--- config.mk ---
export PLATFORM = sky130hd
export DESIGN_NAME = bullet_slot_arbiter_flat
export DESIGN_NICKNAME = d
export VERILOG_FILES = /design/src/rtl/bullet_slot_arbiter_if.sv /design/src/rtl/bullet_slot_arbiter.sv /design/src/flat_wrapper.sv
export SDC_FILE = /design/constraint.sdc
export NUM_CORES = 1
export LEC_CHECK = 0
export ABC_AREA = 1
export CELL_PAD_IN_SITES_DETAIL_PLACEMENT = 1
export CELL_PAD_IN_SITES_GLOBAL_PLACEMENT = 2
export CORE_MARGIN = 1
export CORE_UTILIZATION = 32
export DETAILED_ROUTE_END_ITERATION = 10
export GPL_TIMING_DRIVEN = 0
export PLACE_DENSITY_LB_ADDON = 0.1
export REMOVE_ABC_BUFFERS = 1
export SYNTH_ARGS = -nofsm -noshare
export SYNTH_HDL_FRONTEND = slang
export SYNTH_SLANG_ARGS = --single-unit
--- constraint.sdc ---
create_clock -name frame_clk -period 6.8 [get_ports frame_clk]
set_clock_uncertainty 0.15 [all_clocks]
set_input_delay 1.36 -clock frame_clk [delete_from_list [all_inputs] [get_ports frame_clk]]
set_output_delay 1.36 -clock frame_clk [all_outputs]
set_load 0.05 [all_outputs]
--- src/rtl/bullet_slot_arbiter_if.sv ---
// Request/slot bundle between the tank logic and the bullet slot arbiter.
// The master drives fire requests and hits; the slave reports acks and slot state.
interface bullet_slot_arbiter_if #(
    parameter int unsigned NUM_REQ   = 4,
    parameter int unsigned NUM_SLOTS = 4
);
    localparam int unsigned OWNER_W = (NUM_REQ > 1) ? $clog2(NUM_REQ) : 1;

    logic [NUM_REQ-1:0]           fire_req;
    logic [NUM_REQ*10-1:0]        req_x;
    logic [NUM_REQ*10-1:0]        req_y;
    logic [NUM_REQ*4-1:0]         req_dir;
    logic [NUM_SLOTS-1:0]         hit;
    logic [NUM_REQ-1:0]           fire_ack;
    logic [NUM_SLOTS-1:0]         slot_active;
    logic [NUM_SLOTS*10-1:0]      slot_x;
    logic [NUM_SLOTS*10-1:0]      slot_y;
    logic [NUM_SLOTS*4-1:0]       slot_dir;
    logic [NUM_SLOTS*OWNER_W-1:0] slot_owner;

    modport master (
        output fire_req, req_x, req_y, req_dir, hit,
        input  fire_ack, slot_active, slot_x, slot_y, slot_dir, slot_owner
    );

    modport slave (
        input  fire_req, req_x, req_y, req_dir, hit,
        output fire_ack, slot_active, slot_x, slot_y, slot_dir, slot_owner
    );
endinterface

--- src/rtl/bullet_slot_arbiter.sv ---
// Shares a pool of bullet slots among tanks: one round-robin grant per frame,
// moves live bullets and retires them on a hit or at the playfield edge.
module bullet_slot_arbiter #(
    parameter int unsigned NUM_REQ     = 4,
    parameter int unsigned NUM_SLOTS   = 4,
    parameter int unsigned BULLET_STEP = 2,
    parameter int unsigned X_MIN       = 80,
    parameter int unsigned X_MAX       = 559,
    parameter int unsigned Y_MIN       = 0,
    parameter int unsigned Y_MAX       = 479,
    parameter int unsigned COOLDOWN    = 16,
    parameter int unsigned MAX_PER_REQ = 1
) (
    input logic                  frame_clk,
    input logic                  Reset,
    bullet_slot_arbiter_if.slave bus
);
    localparam int unsigned OWNER_W = (NUM_REQ > 1) ? $clog2(NUM_REQ) : 1;
    localparam int unsigned SLOT_W  = (NUM_SLOTS > 1) ? $clog2(NUM_SLOTS) : 1;
    localparam int unsigned CD_W    = (COOLDOWN > 0) ? $clog2(COOLDOWN + 1) : 1;
    localparam int unsigned OWN_W   = $clog2(MAX_PER_REQ + 1);

    localparam logic [10:0] STEP   = 11'(BULLET_STEP);
    localparam logic [9:0]  STEP10 = 10'(BULLET_STEP);
    localparam logic [10:0] XLO    = 11'(X_MIN);
    localparam logic [10:0] XHI1   = 11'(X_MAX + 1);
    localparam logic [10:0] YLO    = 11'(Y_MIN);
    localparam logic [10:0] YHI1   = 11'(Y_MAX + 1);

    logic [NUM_SLOTS-1:0] active_q, active_d;
    logic [9:0]           x_q     [NUM_SLOTS];
    logic [9:0]           x_d     [NUM_SLOTS];
    logic [9:0]           y_q     [NUM_SLOTS];
    logic [9:0]           y_d     [NUM_SLOTS];
    logic [3:0]           dir_q   [NUM_SLOTS];
    logic [3:0]           dir_d   [NUM_SLOTS];
    logic [OWNER_W-1:0]   owner_q [NUM_SLOTS];
    logic [OWNER_W-1:0]   owner_d [NUM_SLOTS];
    logic [NUM_REQ-1:0]   ack_q, ack_d;
    logic [OWNER_W-1:0]   rr_q, rr_d;
    logic [CD_W-1:0]      cd_q    [NUM_REQ];
    logic [CD_W-1:0]      cd_d    [NUM_REQ];
    logic [OWN_W-1:0]     owned_q [NUM_REQ];
    logic [OWN_W-1:0]     owned_d [NUM_REQ];

    logic [10:0]          rx        [NUM_REQ];
    logic [10:0]          ry        [NUM_REQ];
    logic [3:0]           rd        [NUM_REQ];
    logic [9:0]           spawn_x   [NUM_REQ];
    logic [9:0]           spawn_y   [NUM_REQ];
    logic [NUM_REQ-1:0]   in_bounds;
    logic [NUM_REQ-1:0]   elig;
    logic                 leaving;
    logic                 grant;
    logic                 any_free;
    logic [OWNER_W-1:0]   win;
    logic [OWNER_W-1:0]   idx;
    logic [SLOT_W-1:0]    free_slot;

    // Non-one-hot directions fall to the default arm and are never in bounds.
    always_comb begin
        in_bounds = '0;
        elig      = '0;
        for (int r = 0; r < NUM_REQ; r++) begin
            rx[r]      = {1'b0, bus.req_x[10*r +: 10]};
            ry[r]      = {1'b0, bus.req_y[10*r +: 10]};
            rd[r]      = bus.req_dir[4*r +: 4];
            spawn_x[r] = rx[r][9:0];
            spawn_y[r] = ry[r][9:0];
            case (rd[r])
                4'b0001: begin
                    in_bounds[r] = ry[r] >= YLO + 11'd8;
                    spawn_x[r]   = 10'(rx[r] + 11'd12);
                    spawn_y[r]   = 10'(ry[r] - 11'd8);
                end
                4'b0010: begin
                    in_bounds[r] = ry[r] + 11'd40 <= YHI1;
                    spawn_x[r]   = 10'(rx[r] + 11'd12);
                    spawn_y[r]   = 10'(ry[r] + 11'd32);
                end
                4'b0100: begin
                    in_bounds[r] = rx[r] >= XLO + 11'd8;
                    spawn_x[r]   = 10'(rx[r] - 11'd8);
                    spawn_y[r]   = 10'(ry[r] + 11'd12);
                end
                4'b1000: begin
                    in_bounds[r] = rx[r] + 11'd40 <= XHI1;
                    spawn_x[r]   = 10'(rx[r] + 11'd32);
                    spawn_y[r]   = 10'(ry[r] + 11'd12);
                end
                default: in_bounds[r] = 1'b0;
            endcase
            elig[r] = bus.fire_req[r] && (cd_q[r] == '0) &&
                      (owned_q[r] < OWN_W'(MAX_PER_REQ)) && in_bounds[r];
        end
    end

    always_comb begin
        active_d  = active_q;
        x_d       = x_q;
        y_d       = y_q;
        dir_d     = dir_q;
        owner_d   = owner_q;
        owned_d   = owned_q;
        ack_d     = '0;
        rr_d      = rr_q;
        leaving   = 1'b0;
        grant     = 1'b0;
        any_free  = 1'b0;
        win       = '0;
        idx       = '0;
        free_slot = '0;

        for (int r = 0; r < NUM_REQ; r++) begin
            cd_d[r] = (cd_q[r] != '0) ? cd_q[r] - 1'b1 : '0;
        end

        for (int i = 0; i < NUM_SLOTS; i++) begin
            if (active_q[i]) begin
                case (dir_q[i])
                    4'b0001: leaving = {1'b0, y_q[i]} < YLO + STEP;
                    4'b0010: leaving = {1'b0, y_q[i]} + 11'd8 + STEP > YHI1;
                    4'b0100: leaving = {1'b0, x_q[i]} < XLO + STEP;
                    4'b1000: leaving = {1'b0, x_q[i]} + 11'd8 + STEP > XHI1;
                    default: leaving = 1'b1;
                endcase
                if (bus.hit[i] || leaving) begin
                    active_d[i]         = 1'b0;
                    owned_d[owner_q[i]] = owned_d[owner_q[i]] - 1'b1;
                end else begin
                    case (dir_q[i])
                        4'b0001: y_d[i] = y_q[i] - STEP10;
                        4'b0010: y_d[i] = y_q[i] + STEP10;
                        4'b0100: x_d[i] = x_q[i] - STEP10;
                        default: x_d[i] = x_q[i] + STEP10;
                    endcase
                end
            end
        end

        // Only slots idle at the start of the frame are grantable.
        for (int i = NUM_SLOTS - 1; i >= 0; i--) begin
            if (!active_q[i]) begin
                any_free  = 1'b1;
                free_slot = SLOT_W'(i);
            end
        end

        // Descending scan so the requester closest to rr_q is the last writer.
        for (int k = NUM_REQ - 1; k >= 0; k--) begin
            idx = OWNER_W'((int'(rr_q) + k) % int'(NUM_REQ));
            if (elig[idx]) begin
                grant = 1'b1;
                win   = idx;
            end
        end

        if (grant && any_free) begin
            active_d[free_slot] = 1'b1;
            x_d[free_slot]      = spawn_x[win];
            y_d[free_slot]      = spawn_y[win];
            dir_d[free_slot]    = rd[win];
            owner_d[free_slot]  = win;
            ack_d[win]          = 1'b1;
            cd_d[win]           = CD_W'(COOLDOWN);
            owned_d[win]        = owned_d[win] + 1'b1;
            rr_d = (int'(win) == int'(NUM_REQ) - 1) ? '0 : win + 1'b1;
        end
    end

    always_ff @(posedge frame_clk) begin
        if (Reset) begin
            active_q <= '0;
            ack_q    <= '0;
            rr_q     <= '0;
            for (int i = 0; i < NUM_SLOTS; i++) begin
                x_q[i]     <= '0;
                y_q[i]     <= '0;
                dir_q[i]   <= 4'b0001;
                owner_q[i] <= '0;
            end
            for (int r = 0; r < NUM_REQ; r++) begin
                cd_q[r]    <= '0;
                owned_q[r] <= '0;
            end
        end else begin
            active_q <= active_d;
            ack_q    <= ack_d;
            rr_q     <= rr_d;
            x_q      <= x_d;
            y_q      <= y_d;
            dir_q    <= dir_d;
            owner_q  <= owner_d;
            cd_q     <= cd_d;
            owned_q  <= owned_d;
        end
    end

    assign bus.fire_ack    = ack_q;
    assign bus.slot_active = active_q;

    always_comb begin
        bus.slot_x     = '0;
        bus.slot_y     = '0;
        bus.slot_dir   = '0;
        bus.slot_owner = '0;
        for (int i = 0; i < NUM_SLOTS; i++) begin
            bus.slot_x[10*i +: 10]               = x_q[i];
            bus.slot_y[10*i +: 10]               = y_q[i];
            bus.slot_dir[4*i +: 4]               = dir_q[i];
            bus.slot_owner[OWNER_W*i +: OWNER_W] = owner_q[i];
        end
    end
endmodule

--- src/flat_wrapper.sv ---
// flat-port wrapper written by rule: the top's interface ports become plain ports
module bullet_slot_arbiter_flat 
#(
    parameter int unsigned NUM_REQ     = 4,
    parameter int unsigned NUM_SLOTS   = 4,
    parameter int unsigned BULLET_STEP = 2,
    parameter int unsigned X_MIN       = 80,
    parameter int unsigned X_MAX       = 559,
    parameter int unsigned Y_MIN       = 0,
    parameter int unsigned Y_MAX       = 479,
    parameter int unsigned COOLDOWN    = 16,
    parameter int unsigned MAX_PER_REQ = 1
)
  (frame_clk, Reset, bus_fire_req, bus_req_x, bus_req_y, bus_req_dir, bus_hit, bus_fire_ack, bus_slot_active, bus_slot_x, bus_slot_y, bus_slot_dir, bus_slot_owner);
  bullet_slot_arbiter_if #(.NUM_REQ(NUM_REQ), .NUM_SLOTS(NUM_SLOTS)) bus_i ();
  input logic frame_clk;
  input logic Reset;
  input wire logic [$bits(bus_i.fire_req)-1:0] bus_fire_req;
  input wire logic [$bits(bus_i.req_x)-1:0] bus_req_x;
  input wire logic [$bits(bus_i.req_y)-1:0] bus_req_y;
  input wire logic [$bits(bus_i.req_dir)-1:0] bus_req_dir;
  input wire logic [$bits(bus_i.hit)-1:0] bus_hit;
  output wire logic [$bits(bus_i.fire_ack)-1:0] bus_fire_ack;
  output wire logic [$bits(bus_i.slot_active)-1:0] bus_slot_active;
  output wire logic [$bits(bus_i.slot_x)-1:0] bus_slot_x;
  output wire logic [$bits(bus_i.slot_y)-1:0] bus_slot_y;
  output wire logic [$bits(bus_i.slot_dir)-1:0] bus_slot_dir;
  output wire logic [$bits(bus_i.slot_owner)-1:0] bus_slot_owner;
  assign bus_i.fire_req = bus_fire_req;
  assign bus_i.req_x = bus_req_x;
  assign bus_i.req_y = bus_req_y;
  assign bus_i.req_dir = bus_req_dir;
  assign bus_i.hit = bus_hit;
  assign bus_fire_ack = bus_i.fire_ack;
  assign bus_slot_active = bus_i.slot_active;
  assign bus_slot_x = bus_i.slot_x;
  assign bus_slot_y = bus_i.slot_y;
  assign bus_slot_dir = bus_i.slot_dir;
  assign bus_slot_owner = bus_i.slot_owner;
  bullet_slot_arbiter #(.NUM_REQ(NUM_REQ), .NUM_SLOTS(NUM_SLOTS), .BULLET_STEP(BULLET_STEP), .X_MIN(X_MIN), .X_MAX(X_MAX), .Y_MIN(Y_MIN), .Y_MAX(Y_MAX), .COOLDOWN(COOLDOWN), .MAX_PER_REQ(MAX_PER_REQ)) u_core (.frame_clk(frame_clk), .Reset(Reset), .bus(bus_i));
endmodule
Yosys cells after proc, flatten, opt, wreduce, memory -nomap -nowiden
Index checks and enable logic that the tools add are counted.

Equality and inequality tests: 33. Shift operators: 0. Add/subtract/negate cells: 77. Order comparisons: 56. $mul: 0. Bitwise gates (word level): 11. Mux-type cells: 149. Div/mod/pow operators: 0. Reduce and logical (&&, ||, !) cells: 46.

Operators by type and width (count): $pmux 10 s3 (8); $mux 10 (21); $pmux 10 s2 (8); $add 10x4->11 const B (8); $add 10x6->11 const B (8); $add 11x2->11 const B (8); $add 10x2->10 const B (8); $add 10x4->10 const B (8); $add 10x6->10 const B (8); $bwmux 40 (2); $mux 40 (2); $sub 10x2->10 const B (8); $sub 10x4->10 const B (8); $mux 4 (13); $gt 11x10->1 const B (4); $gt 11x9->1 const B (4); $le 11x10->1 const B (4); $le 11x9->1 const B (4); $mux 1 (41); $bmux 10 s2 (2); $ge 10x4->1 const B (4); $ge 10x7->1 const B (4); $lt 10x2->1 const B (4); $lt 10x7->1 const B (4); 39 further kinds (179).

Bits of input ports: 106. Flip-flop bits (word level): 138. Word-level logic and storage cells: 399. Bits in latches: 0. Bits in writable memories: 0. Memories kept: 0. ROM bits: 0.

Longest topological paths before layout
Gate-level depths: netlist of the first run.

Depth in word-level cells: 35. Gate-level depth with buffers: 32. Mapped depth without buffers: 32.

Least setup slack after synthesis of the first run
No wires, ideal clock.

Path type: input port to flip-flop. From: input port bus_req_x[5]. To: register u_core.cd_q[1] (netlist bit). Arrival: 4.165 ns. Required time: 6.594 ns. Stages on the path: 29. Setup slack: 2.428 ns. Cell sequence: buf_2 inv_1 ha_1 nand2_1 nand2_1 xor2_1 a21oi_1 nand3_1 o211ai_1 nand2_1 nand4_1 nand2_1 nor2_1 o21ai_1 nand2_1 nand2_1 nand2_1 nand2_1 nand2_1 o21ai_2 buf_6 buf_4 ha_1 nand2_1 nand2_1 inv_1 nand2_1 or2_2 inv_1.

Cells in the longest elaborated chain, start to end: 18.

RTL lines: start, declared (RTL line flat_wrapper.sv:19) `input wire logic [$bits(bus_i.req_x)-1:0] bus_req_x;`; $add 10x6->11 (RTL line bullet_slot_arbiter.sv:87) `in_bounds[r] = rx[r] + 11'd40 <= XHI1;`; $le 11x10->1 (RTL line bullet_slot_arbiter.sv:87); $pmux 1 s4 * (RTL line bullet_slot_arbiter.sv:70) `case (rd[r])`; $logic_and 1x1->1 * (RTL line bullet_slot_arbiter.sv:94) `(owned_q[r] < OWN_W'(MAX_PER_REQ)) && in_bounds[r];`; $bmux 1 s2 (RTL line bullet_slot_arbiter.sv:152) `if (elig[idx]) begin`; $mux 1 (not written as such) (RTL line bullet_slot_arbiter.sv:152); $mux 2 (3 in a row) (RTL line bullet_slot_arbiter.sv:152); $mux 2 * (RTL line bullet_slot_arbiter.sv:152); net u_core.win[0] (RTL line bullet_slot_arbiter.sv:56) `logic [OWNER_W-1:0] win;`; $not 2->3 (not written as such) * (RTL line bullet_slot_arbiter.sv:165) `cd_d[win] = CD_W'(COOLDOWN);`; $ge 3x3->1 (not written as such) / $lt 3x1->1 (equally long branches) (RTL line bullet_slot_arbiter.sv:165); $logic_and 1x1->1 (not written as such) (RTL line bullet_slot_arbiter.sv:165); $mux 5 (not written as such) (RTL line bullet_slot_arbiter.sv:165); $demux 5 s2 * (RTL line bullet_slot_arbiter.sv:165); $not 16->16 (no source line) *; $and 16x16->16 (no source line) *; $mux 20 * (RTL line bullet_slot_arbiter.sv:158) `if (grant && any_free) begin`; end signal, assigned by index (RTL line bullet_slot_arbiter.sv:183) `cd_q[r] <= '0;`; end signal, assigned (RTL line bullet_slot_arbiter.sv:194) `cd_q <= cd_d;`; end, declared (RTL line bullet_slot_arbiter.sv:41) `logic [CD_W-1:0] cd_q [NUM_REQ];`.

Mark *: on every way through the listed nets, which the timed path passes. The rest lies on a longest branch. The select of a mux whose other input is x is not followed. A chain may end at the register's enable or synchronous reset.

Worst setup path in the final report of the first run
From: input port bus_req_dir[8]. To: register u_core.y_q, in the netlist u_core.bus.slot_y[18].

Cells in the longest elaborated chain, start to end: 15.

RTL lines: start, declared (RTL line flat_wrapper.sv:21) `input wire logic [$bits(bus_i.req_dir)-1:0] bus_req_dir;`; $eq 4x4->1, or another cell as far along (RTL line bullet_slot_arbiter.sv:70); $pmux 1 s4 (RTL line bullet_slot_arbiter.sv:70); $logic_and 1x1->1 (RTL line bullet_slot_arbiter.sv:94); $bmux 1 s2 (RTL line bullet_slot_arbiter.sv:152); $mux 1 (not written as such) (RTL line bullet_slot_arbiter.sv:152); $mux 2 (4 in a row) (RTL line bullet_slot_arbiter.sv:152); $not 2->3 (not written as such) (RTL line bullet_slot_arbiter.sv:161) `y_d[free_slot] = spawn_y[win];`; $bmux 10 s2 (RTL line bullet_slot_arbiter.sv:161); $mux 10 (not written as such) (2 in a row) (RTL line bullet_slot_arbiter.sv:161); $bwmux 40 (RTL line bullet_slot_arbiter.sv:161); $mux 40 * (RTL line bullet_slot_arbiter.sv:158); end signal, assigned (RTL line bullet_slot_arbiter.sv:191) `y_q <= y_d;`; end, declared (RTL line bullet_slot_arbiter.sv:33) `logic [9:0] y_q [NUM_SLOTS];`.

Every way passes the cells marked *; elsewhere a longest branch is shown, timed or not. The select of a mux whose other input is x is not followed.

==> results of run 1 <==
registers in the layout (all words and copies together) (netlist names):
register,count
u_core.bus.slot_y,40
u_core.bus.slot_x,40
u_core.owned_q,4
u_core.cd_q,20
u_core.bus.slot_owner,8
u_core.bus.fire_ack,4
u_core.rr_q,2
u_core.bus.slot_active,4
u_core.bus.slot_dir,16
through the flow:
stage	cell area [µm²]	util, %	instances
final	19600	39.1	3595
after global routing	19600	39.1	3595
after CTS	19600	39.1	3595
after detailed placement	19100	37.9	3564
after global placement	19000	37.7	3561
after floorplan	16000	-	2672
placed cells by master, fill, tap and decap left out, drive strengths merged, types with 6 or more instances in the layout:
master,count
o2111ai,7
or2,21
clkdlybuf4s50,216
nor3,73
o21ai,189
nor2,303
o41ai,8
nor4,12
o22ai,25
o211ai,29
xor2,74
o21bai,6
nand3,219
o221ai,13
o32ai,7
xnor2,12
clkbuf,19
inv,477
a22oi,19
nand2,550
a31oi,15
nand3b,7
o31ai,15
nand4,31
a32oi,6
ha,116
dfxtp,138
a21oi,237
a221oi,19
a211oi,7
clkinv,12
worst max-delay path by stage:
stage                        start               endpoint  slack (ns)
floorplan            bus_req_x[15]         u_core.rr_q[0]        1.58
global placement    bus_req_dir[8]   u_core.bus.slot_y[3]       -1.67
detailed placement  bus_req_dir[8]  u_core.bus.slot_y[18]       -0.33
CTS                 bus_req_dir[8]  u_core.bus.slot_y[18]        0.20
global route        bus_req_dir[8]  u_core.bus.slot_y[18]       -0.33
finish              bus_req_dir[8]  u_core.bus.slot_y[18]        0.03
critical path, stage by stage:
cell                              delay [ns]
sky130_fd_sc_hd__clkdlybuf4s50_1        0.62
sky130_fd_sc_hd__nor2_1                 0.08
sky130_fd_sc_hd__inv_1                  0.07
sky130_fd_sc_hd__nor3_1                 0.10
sky130_fd_sc_hd__nor2_1                 0.77
sky130_fd_sc_hd__inv_2                  0.22
sky130_fd_sc_hd__nor2_2                 0.24
sky130_fd_sc_hd__clkinv_2               0.26
sky130_fd_sc_hd__nand3_1                0.16
sky130_fd_sc_hd__o21ai_1                0.09
sky130_fd_sc_hd__nand2_1                0.12
sky130_fd_sc_hd__nand3_1                0.11
sky130_fd_sc_hd__nor2_1                 0.29
sky130_fd_sc_hd__inv_2                  0.08
sky130_fd_sc_hd__nand2_1                0.99
sky130_fd_sc_hd__inv_1                  0.88
sky130_fd_sc_hd__o21ai_0                0.38
sky130_fd_sc_hd__a21oi_1                0.08
cell usage after synthesis (all sizes together), types with 5 or more instances:
cell | count | area [µm²]
clkbuf | 42 | 158
xor2 | 74 | 648
a22oi | 19 | 143
o221ai | 13 | 114
or2 | 21 | 131
ha | 116 | 1450
a32oi | 6 | 52.6
nand3b | 7 | 52.6
clkinv | 5 | 20.0
a221oi | 19 | 166
nand2 | 550 | 2090
o41ai | 8 | 70.1
nor2 | 303 | 1230
a31oi | 15 | 93.8
nor3 | 73 | 423
nor4 | 12 | 75.1
o211ai | 29 | 248
nand4 | 31 | 194
o2111ai | 7 | 61.3
xnor2 | 12 | 105
o21bai | 6 | 45.0
o31ai | 15 | 113
buf | 37 | 220
o32ai | 7 | 61.3
a211oi | 7 | 52.6
inv | 477 | 1790
dfxtp | 138 | 2760
a21oi | 237 | 1190
o21ai | 189 | 950
nand3 | 219 | 1140
o22ai | 25 | 156
power by group through the flow:
stage          combinational (mW)  clock (mW)  sequential (mW)
3_3_place_gp                 2.09           0             1.09
3_5_place_dp                 2.16           0             1.10
4_1_cts                      2.17        1.00             1.08
6_report                     2.16       0.975             1.08
2_1_floorplan                1.19           0             1.25
5_1_grt                      2.38        1.04             1.10
repair_timing:
item                                    in CTS  in global routing
resized for setup                            0                  3
endpoints found under the setup margin       0                 47
hold endpoints to repair                     0                  0
cells by family after synthesis:
family	after synthesis	synth area share [%]
DFF	138	16.9
adders and majority gates	120	9.37
xor gates and xnor gates	86	4.61
and+or+nand+nor	1217	32.7
buffers and inverters	561	13.4
AOI/OAI and AO/OA	629	23.0
cell type report:
type	count	area (µm²)	area share [%]
clock inverters	12	151	0.771
flip-flops and latches	138	2760	14.1
inverters	482	1810	9.23
well taps	672	841	4.28
clock buffers	19	433	2.20
repair buffers	220	2240	11.4
multi-input cells	2052	11400	58.0
layer usage:
| layer | track usage, % | routed length, µm | up-vias |
|---|---|---|---|
| met4 | 7.86 | 1610 | 0 |
| li1 | - | - | 9454 |
| met3 | 3.31 | 2450 | 81 |
| met1 | 34.5 | 32100 | 9311 |
| met5 | 0 | 0 | - |
| met2 | 44.9 | 32800 | 356 |
==> impl_metrics.py, run 1 <==
metrics = {
    "status": {
        "outcome": "completed",
    },
    "die": {
        "core.rowCount": 82,
        "coreArea_um2": 50300,
        "initial_core_util_pct": 32.5,
        "die_width_um": 228,
        "floorplan.die.height_um": 228,
        "io_pins": 218,
        "die_area_um2": 52000,
    },
    "routing": {
        "drt-wirelength-per-cell_um": 19.2,
        "ant_nets": 0,
        "firstDrtPassIters": 5,
        "drc_errors": 0,
        "routed-via-count": 19200,
        "drtIter0Drc": 992,
        "viasPerCell": 5.34,
        "route.final.wire_length_um": 68900,
    },
    "sta": {
        "timing_max_transition_violations_final": 0,
        "transition_time_at_the_pin_with_the_least_slew_margin_ns": 1.36,
        "fmax_mhz": 148,
        "tns_ns": 0,
        "final_critical_path_setup_slack_ns": 0.0339,
        "setup_violations": 0,
        "count_of_endpoints_failing_hold_in_the_final_timing_report": 0,
        "final_period_demand_of_the_worst_path_ns": 6.77,
        "timing.slew.headroom_pct": 9.06,
        "rsz0062_at_grt": "yes",
        "holdWs_ns": 0.264,
        "min_period_over_period_pct": 99.5,
    },
    "power_and_ir_drop": {
        "leakagePower_nw": 8.77,
        "p_int_mw": 2.20,
        "power.ir.vdd_worst_v": 0.000161,
        "pwr-share-comb_pct": 51.3,
        "reported_net_switching_power_mw": 2.02,
        "power_switching_share_pct": 47.9,
        "pwr-share-seq_pct": 25.6,
        "power_per_cell_area_nw_per_um2": 215,
        "share_of_power_burned_in_the_clock_network_pct": 23.1,
        "post-layout-total-power_mw": 4.22,
    },
    "min_path": {
        "worstHoldPathCells": 1,
        "worst_hold_path_type": "reg2reg",
        "worstHoldStart": "u_core.cd_q[10]",
        "holdPathEnd": "u_core.cd_q[10]",
    },
    "clock_tree": {
        "cts_setup_buffers": 0,
        "cts_made_buffers": 17,
        "htree_levels": 4,
        "clock_latency_on_the_worst_skew_pair_ns": 0.48,
        "clkTransAtPathRegs_ns": 0.07,
        "cts_buffer_depth": 2,
        "clkSinkCount": 138,
        "cts-hold-fix-buffers": 0,
        "cts_tree": "built",
        "clockRootBuffer": "sky130_fd_sc_hd__clkbuf_16",
    },
    "setup_path": {
        "worst-r2r-setup-slack_ns": 2.10,
        "startpoint_of_the_worst_register_to_register_path": "u_core.cd_q[5]",
        "critical_path.reg2reg.endpoint": "u_core.bus.slot_dir[7]",
        "timing.setup.critical_path_class": "in2reg",
        "start_kind": "input pin",
        "worst-endpoint-required_ns": 6.97,
        "worstPathMaxFanout": 31,
        "end_kind": "flip-flop",
        "worst-r2r-cell-count": 18,
        "cp.arrival_ns": 6.94,
    },
    "yosys": {
        "ys_types": 63,
        "netlist_area_um2": 16300,
        "yosysSeqAreaShare_pct": 16.9,
        "top_ff_cell_synth": "sky130_fd_sc_hd__dfxtp_1",
        "warning_count_from_the_yosys_run": 0,
        "postSynthCellCount": 2751,
        "postSynthAreaPerCell_um2": 5.94,
        "async_flop_share_pct": 0,
        "synth_seq_cells": 138,
        "synth-edff-count": 0,
    },
    "global_routing": {
        "grt_pass1_vias": 19400,
        "grt_overflow_total": 0,
        "grt_max_degree": 72,
        "grt_first_pass_wirelength_um": 109000,
        "track_usage_pct": 26.3,
        "antenna_found_initial": 0,
    },
    "flow_run": {
        "timing.max_cap.violations": 0,
    },
    "finish": {
        "synthToLayoutAreaGrowth_pct": 20.2,
        "final_net_count": 3137,
        "filler_cell_count": 6732,
        "post_route_cells_drive_above_1_share_pct": 4.62,
        "antenna_cells_inserted": 0,
    },
    "placed_design": {
        "placement.io_buffers": 217,
        "final_weighted_congestion_in_routability_driven_placement": 0.902,
        "detailed_place_hpwl_um": 55500,
        "placement.setup.worst_slack_ns": -0.330,
    },
}
No activity file was read; power rests on OpenSTA's default activity.
==> inputs of run 2 (changes only) <==
--- a/config.mk
+++ b/config.mk
@@ -10,6 +10,8 @@
 export CELL_PAD_IN_SITES_GLOBAL_PLACEMENT = 2
 export CORE_MARGIN = 1
 export CORE_UTILIZATION = 32
+export CTS_CLUSTER_DIAMETER = 120
+export CTS_CLUSTER_SIZE = 24
 export DETAILED_ROUTE_END_ITERATION = 10
 export GPL_TIMING_DRIVEN = 0
 export PLACE_DENSITY_LB_ADDON = 0.1
==> results of run 2 <==
No change in the layout: final DEF, timing and power equal those of run 1.
